$ cat src/rtl/tank_projectiles.sv
// Projectile engine for the tank game: owns a small pool of bullet slots,
// spawns bullets on fire requests, advances them once per frame, retires them
// at the screen edge and reports whether the current pixel lies on a bullet.
module tank_projectiles #(
  parameter int NUM_BULLETS = 4,
  parameter int SIZE        = 4,
  parameter int STEP        = 4,
  parameter int COOLDOWN    = 15,
  parameter int TANK_W      = 50,
  parameter int TANK_H      = 50,
  parameter int X_MAX       = 639,
  parameter int Y_MAX       = 479
) (
  input  logic       Clk,
  input  logic       Reset,
  input  logic       frame_clk,
  input  logic [9:0] DrawX,
  input  logic [9:0] DrawY,
  input  logic       is_shooting,
  input  logic [2:0] tank_dir,
  input  logic [9:0] tank_X,
  input  logic [9:0] tank_Y,
  output logic       is_bullet,
  output logic       fire_ack,
  output logic [2:0] bullet_count
);

  localparam int IDXW = (NUM_BULLETS > 1) ? $clog2(NUM_BULLETS) : 1;

  localparam logic [2:0] DIR_UP    = 3'b001;
  localparam logic [2:0] DIR_DOWN  = 3'b100;
  localparam logic [2:0] DIR_LEFT  = 3'b011;
  localparam logic [2:0] DIR_RIGHT = 3'b010;

  // All geometry is done in 11 bits so sums past the 10-bit screen range do
  // not wrap back onto the screen.
  localparam logic [10:0] SPAWN_DX   = 11'(TANK_W / 2 - SIZE / 2);
  localparam logic [10:0] SPAWN_DY   = 11'(TANK_H / 2 - SIZE / 2);
  localparam logic [10:0] SIZE_M1    = 11'(SIZE - 1);
  localparam logic [10:0] STEP_11    = 11'(STEP);
  localparam logic [10:0] REACH      = 11'(SIZE - 1 + STEP);
  localparam logic [10:0] X_MAX_11   = 11'(X_MAX);
  localparam logic [10:0] Y_MAX_11   = 11'(Y_MAX);
  localparam logic [4:0]  CD_LOAD    = 5'(COOLDOWN);

  // Slot state and its next-state copies
  logic [NUM_BULLETS-1:0] active, active_nxt;
  logic [9:0]             bx [NUM_BULLETS];
  logic [9:0]             by [NUM_BULLETS];
  logic [2:0]             dir [NUM_BULLETS];
  logic [9:0]             bx_nxt [NUM_BULLETS];
  logic [9:0]             by_nxt [NUM_BULLETS];
  logic [2:0]             dir_nxt [NUM_BULLETS];

  logic [4:0]  cooldown, cooldown_nxt;
  logic        frame_r, frame_d, tick;
  logic        free_found;
  logic [IDXW-1:0] free_idx;
  logic [10:0] sx, sy;
  logic        dir_legal, accept;
  logic [2:0]  count_nxt;

  // Lowest-indexed free slot, judged on registered active only
  always_comb begin
    // NOTE: every signal written here gets a default first, otherwise paths
    // that skip an assignment would infer a latch.
    free_found = 1'b0;
    free_idx   = '0;
    for (int i = NUM_BULLETS - 1; i >= 0; i--) begin
      if (!active[i]) begin
        free_found = 1'b1;
        free_idx   = IDXW'(i);
      end
    end
  end

  // Spawn point and the accept decision for this cycle's fire request
  always_comb begin
    sx        = {1'b0, tank_X} + SPAWN_DX;
    sy        = {1'b0, tank_Y} + SPAWN_DY;
    dir_legal = (tank_dir == DIR_UP) || (tank_dir == DIR_DOWN) ||
                (tank_dir == DIR_LEFT) || (tank_dir == DIR_RIGHT);
    accept    = is_shooting && (cooldown == 5'd0) && free_found && dir_legal &&
                (sx + SIZE_M1 <= X_MAX_11) && (sy + SIZE_M1 <= Y_MAX_11);
  end

  // Next slot state: movement/retirement on tick, then a spawn on accept
  always_comb begin
    // NOTE: blocking assignments in combinational logic, so later lines in
    // this block see the updated values (the spawn overrides the tick path).
    active_nxt   = active;
    bx_nxt       = bx;
    by_nxt       = by;
    dir_nxt      = dir;
    cooldown_nxt = cooldown;
    count_nxt    = '0;
    if (tick) begin
      if (cooldown != 5'd0) cooldown_nxt = cooldown - 5'd1;
      for (int i = 0; i < NUM_BULLETS; i++) begin
        if (active[i]) begin
          case (dir[i])
            DIR_UP:
              if ({1'b0, by[i]} < STEP_11) active_nxt[i] = 1'b0;
              else by_nxt[i] = by[i] - 10'(STEP);
            DIR_DOWN:
              if ({1'b0, by[i]} + REACH > Y_MAX_11) active_nxt[i] = 1'b0;
              else by_nxt[i] = by[i] + 10'(STEP);
            DIR_LEFT:
              if ({1'b0, bx[i]} < STEP_11) active_nxt[i] = 1'b0;
              else bx_nxt[i] = bx[i] - 10'(STEP);
            DIR_RIGHT:
              if ({1'b0, bx[i]} + REACH > X_MAX_11) active_nxt[i] = 1'b0;
              else bx_nxt[i] = bx[i] + 10'(STEP);
            default: ;
          endcase
        end
      end
    end
    if (accept) begin
      active_nxt[free_idx] = 1'b1;
      bx_nxt[free_idx]     = sx[9:0];
      by_nxt[free_idx]     = sy[9:0];
      dir_nxt[free_idx]    = tank_dir;
      cooldown_nxt         = CD_LOAD;
    end
    for (int i = 0; i < NUM_BULLETS; i++) count_nxt = count_nxt + 3'(active_nxt[i]);
  end

  // State registers, frame-edge detector and registered outputs
  always_ff @(posedge Clk) begin
    if (Reset) begin
      frame_r      <= 1'b0;
      frame_d      <= 1'b0;
      tick         <= 1'b0;
      active       <= '0;
      cooldown     <= '0;
      fire_ack     <= 1'b0;
      bullet_count <= '0;
      // NOTE: the slot arrays are plain flops, not RAM, so they can and do
      // take a defined reset value.
      for (int i = 0; i < NUM_BULLETS; i++) begin
        bx[i]  <= '0;
        by[i]  <= '0;
        dir[i] <= '0;
      end
    end else begin
      frame_r      <= frame_clk;
      frame_d      <= frame_r;
      tick         <= frame_r & ~frame_d;
      active       <= active_nxt;
      bx           <= bx_nxt;
      by           <= by_nxt;
      dir          <= dir_nxt;
      cooldown     <= cooldown_nxt;
      fire_ack     <= accept;
      bullet_count <= count_nxt;
    end
  end

  // Pixel hit test over all live bullets
  always_comb begin
    is_bullet = 1'b0;
    for (int i = 0; i < NUM_BULLETS; i++) begin
      if (active[i] &&
          ({1'b0, DrawX} >= {1'b0, bx[i]}) && ({1'b0, DrawX} <= {1'b0, bx[i]} + SIZE_M1) &&
          ({1'b0, DrawY} >= {1'b0, by[i]}) && ({1'b0, DrawY} <= {1'b0, by[i]} + SIZE_M1))
        is_bullet = 1'b1;
    end
  end

endmodule

$ cat config.mk
export PLATFORM = sky130hd
export DESIGN_NAME = tank_projectiles
export DESIGN_NICKNAME = d
export VERILOG_FILES = /design/src/rtl/tank_projectiles.sv
export SDC_FILE = /design/constraint.sdc
export NUM_CORES = 1
export LEC_CHECK = 0
export BUFFER_PORTS_ARGS = -buffer_cell sky130_fd_sc_hd__buf_2
export CAP_MARGIN = 20
export CORE_UTILIZATION = 50
export CTS_CLUSTER_DIAMETER = 120
export DETAILED_ROUTE_END_ITERATION = 6
export HOLD_SLACK_MARGIN = 0.08
export PLACE_DENSITY = 0.68
export SYNTH_ARGS = -nofsm -noshare
export SYNTH_HDL_FRONTEND = slang
export SYNTH_SLANG_ARGS = --single-unit
$ cat constraint.sdc
create_clock -name Clk -period 5.3 [get_ports Clk]
set_clock_uncertainty 0.05 [all_clocks]
set_input_delay 0.795 -clock Clk [delete_from_list [all_inputs] [get_ports Clk]]
set_output_delay 0.795 -clock Clk [all_outputs]
set_load 0.005 [all_outputs]
==> summary.md <==
| Metric | Value |
|---|---|
| Worst setup EP type | `output port` |
| Via count | `15202` |
| Worst-Skew Late Latency | `0.36 ns` |
| Minimum clock period | `approximately 5 ns` |
| Synth warn | `0` |
| Drt total wl | `47.23 mm` |
| Worst-path clk slew | `0.08 ns` |
| Worst hold slack | `0.3464 ns` |
| Worst setup margin | `between 0.3 and 0.4 ns` |
| I/O Pins | `52` |
| Fmax | `between 200 and 250 MHz` |
| Post CTS Setup Buffer Count | `0` |
| Hold path depth | `1` |
| DR vias/cell | `6.505` |
| Vias in the first global route | `14177` |
| Final period utilization | `0.9248` |
| Port Buffers | `around 50` |
| Syn Nets | `~2200` |
| Mean routed wirelength per cell | `20.21 um` |
| # hold bufs at CTS | `0` |
| Pwr Density | `around 140 nW/um2` |
| DRT Pass-1 Iters | `6` |
| Seq/Total Area, Yosys | `0.1486` |
| Area of the multi-input gates | `11560 um2` |
| H-tree depth | `3` |
| Worst-margin pin slew | `0.9841 ns` |
| ANT nets after route | `0` |
| DRT iter0 DRCs | `about 1200` |
| Final Util | `0.5337` |
| Root Driver | `clkbuf_16` |
| Critical path arrival | `4.06 ns` |
| Synthesized area | `14550 um2` |
| Initial cell density of the core | `0.5081` |
| Pre-CTS setup slack | `0.3507 ns` |
| Final setup fails | `0` |
| Seq. cell area | `approximately 2200 um2` |
| Congestion Overflow GR | `0` |
| Ratio of cells with drive above 1 in the final layout | `0.06971` |
| Tot GR Track Use | `0.3114` |
| RSZ-0062 raised after global routing | `no` |
| CP Class | `register to output port` |
| DRC Markers | `0` |
| Crit start category | `register` |
| Largest net degree at the start of global routing | `67` |
| Cts repair resizes | `0` |
| Required time of the critical path | `about 4.5 ns` |
| Unique cell type count in the Yosys netlist | `89` |
| Status | `complete, no violations` |
| TritonCTS clock tree | `done` |
| Number of synthesized flops with an enable pin | `0` |
| Clk sink count | `108` |
| Core area | `28630 um2` |
| Die X | `approximately 170 um` |
| Clock Tree Buf Depth | `2` |
| R2r worst-path depth | `14` |
| Share of synthesized registers carrying an async set or reset | `0` |
| Max_cap viols | `0` |
| Nets | `roughly 2200` |
| Placed cell areas | `about 15000 um2` |
| Worst VDD drop | `119.5 uV` |
| Leakage | `5.360 nW` |
| Relative slew slack | `0.3356` |
| Crit Path Max Fanout | `8` |
| Syn_area_per_cell | `7.357 um2` |
| Gp weighted congestion | `1.012` |
| Flops & latches, synth | `108` |
| Design area | `15280 um2` |
| Initial antenna violation count | `2` |
| Die Y | `172.6 um` |
| Post-synthesis instance total | `1977` |
| Area added between synthesis and finish | `5.033%` |
| Row cnt | `between 60 and 70` |
| Fillers | `2761` |
| Setup_tns | `0 ns` |
| Primary FF master, synth | `dfxtp_1` |
| Post-DP HPWL | `36.22 mm` |
| Hold Path Class | `register to register` |
| Endpoints failing hold | `0` |
| Die ar. | `slightly below 30000 um2` |
| Slew Limit Fails | `0` |
| CTS buffer count | `9` |
| First-pass GRT wire length | `about 75 mm` |
[cell type report]
| cell class | count | area share |
|---|---|---|
| diodes | 2 | 0.0003276 |
| clock buffers | 9 | 0.01474 |
| clock inverters | 6 | 0.004341 |
| inverters | 109 | 0.02678 |
| multi-input cells | 1653 | 0.7566 |
| flip-flops and latches | 108 | 0.1415 |
| well taps | 384 | 0.03145 |
| repair buffers | 66 | 0.02424 |
[through the flow]
step / power (mW) / cells
after floorplan: 1.198 / 1977
after global placement: 1.360 / 2320
after detailed placement: 1.377 / 2320
after CTS: 2.073 / 2335
after global routing: 2.176 / 2335
final: 2.071 / 2337
[final timing paths]
| path | from | endpoint | slack [ns] |
|---|---|---|---|
| max | bx[3] | is_bullet | 0.40 |
| min | frame_d | tick | 0.35 |
| max reg2reg | by[20] | bullet_count[1] | 0.88 |
| min reg2reg | frame_d | tick | 0.35 |
[synthesized netlist by cell type (38+ instances only)]
library cell  number  area share
xnor2_1           83       0.050
nor3_1            85       0.029
ha_1             209        0.18
a21oi_1          107       0.037
dfxtp_1          108        0.15
nand3_1           79       0.027
o21ai_0          149       0.051
inv_1            105       0.027
nor2_1           156       0.040
clkbuf_1          91       0.023
nor2b_1           42       0.018
nand2_1          138       0.036
nand2b_1          38       0.016
nand4_1           44       0.019
[worst max-delay path, stage by stage, from the launching register on]
cell      delay (ns)
dfxtp_1         0.43
clkinv_1        0.27
nor3_1          0.24
buf_4           0.16
a21boi_0        0.34
nand3_1         0.15
xnor2_1         0.16
ha_1            0.30
nand4_1         0.08
nor3_1          0.05
a311o_1         0.30
nor3b_1         0.49
a211oi_2        0.17
a2111o_1        0.41
buf_2           0.14
[routing by layer]
layer	track usage	wire length (um)	up-vias
met5	0	0	-
met4	0.1045	1393	0
met3	0.02902	2996	98
met2	0.5175	21900	642
met1	0.4209	20950	7121
li1	-	-	7341
[cell families (layout without fill, tap and decap cells)]
family                   count (synthesis)  in the layout  share of synthesized area
AND/OR/NAND/NOR                        725            725                     0.2559
AO/OA/AOI/OAI                          579            579                     0.2674
buffers and inverters                  216            190                    0.05789
adder cells (fa/ha/maj)                210            210                     0.1812
flip-flops                             108            108                     0.1486
XOR/XNOR                                97             97                    0.05893
multiplexers                            42             42                    0.03002
other                                    0              2                          0
[state kept, by name, summed over array words and instances (netlist names)]
| register | cells |
|---|---|
| active | 4 |
| bullet_count | 3 |
| bx | 40 |
| by | 40 |
| cooldown | 5 |
| dir | 12 |
| fire_ack | 1 |
| frame_d | 1 |
| frame_r | 1 |
| tick | 1 |
[placed cells by master (no fill, tap or decap), drive strengths merged, types with 16 or more instances in the layout]
cell     count
a211oi      37
a21o        23
a21oi      107
a31oi       31
and3        19
buf         66
dfxtp      108
ha         209
inv        106
mux2i       32
nand2      138
nand2b      38
nand3       79
nand4       44
nor2       156
nor2b       42
nor3        85
nor4        33
o2111ai     16
o211ai      21
o21a        31
o21ai      150
o31ai       17
or3         17
xnor2       83
[power breakdown]
part / switching [mW] / total [mW] / internal, mW
registers: 0.0316 / 0.858 / 0.826
clock network: 0.337 / 0.703 / 0.366
logic: 0.318 / 0.511 / 0.193
total: 0.686 / 2.07 / 1.38
No activity file was read; power rests on OpenSTA's default activity.
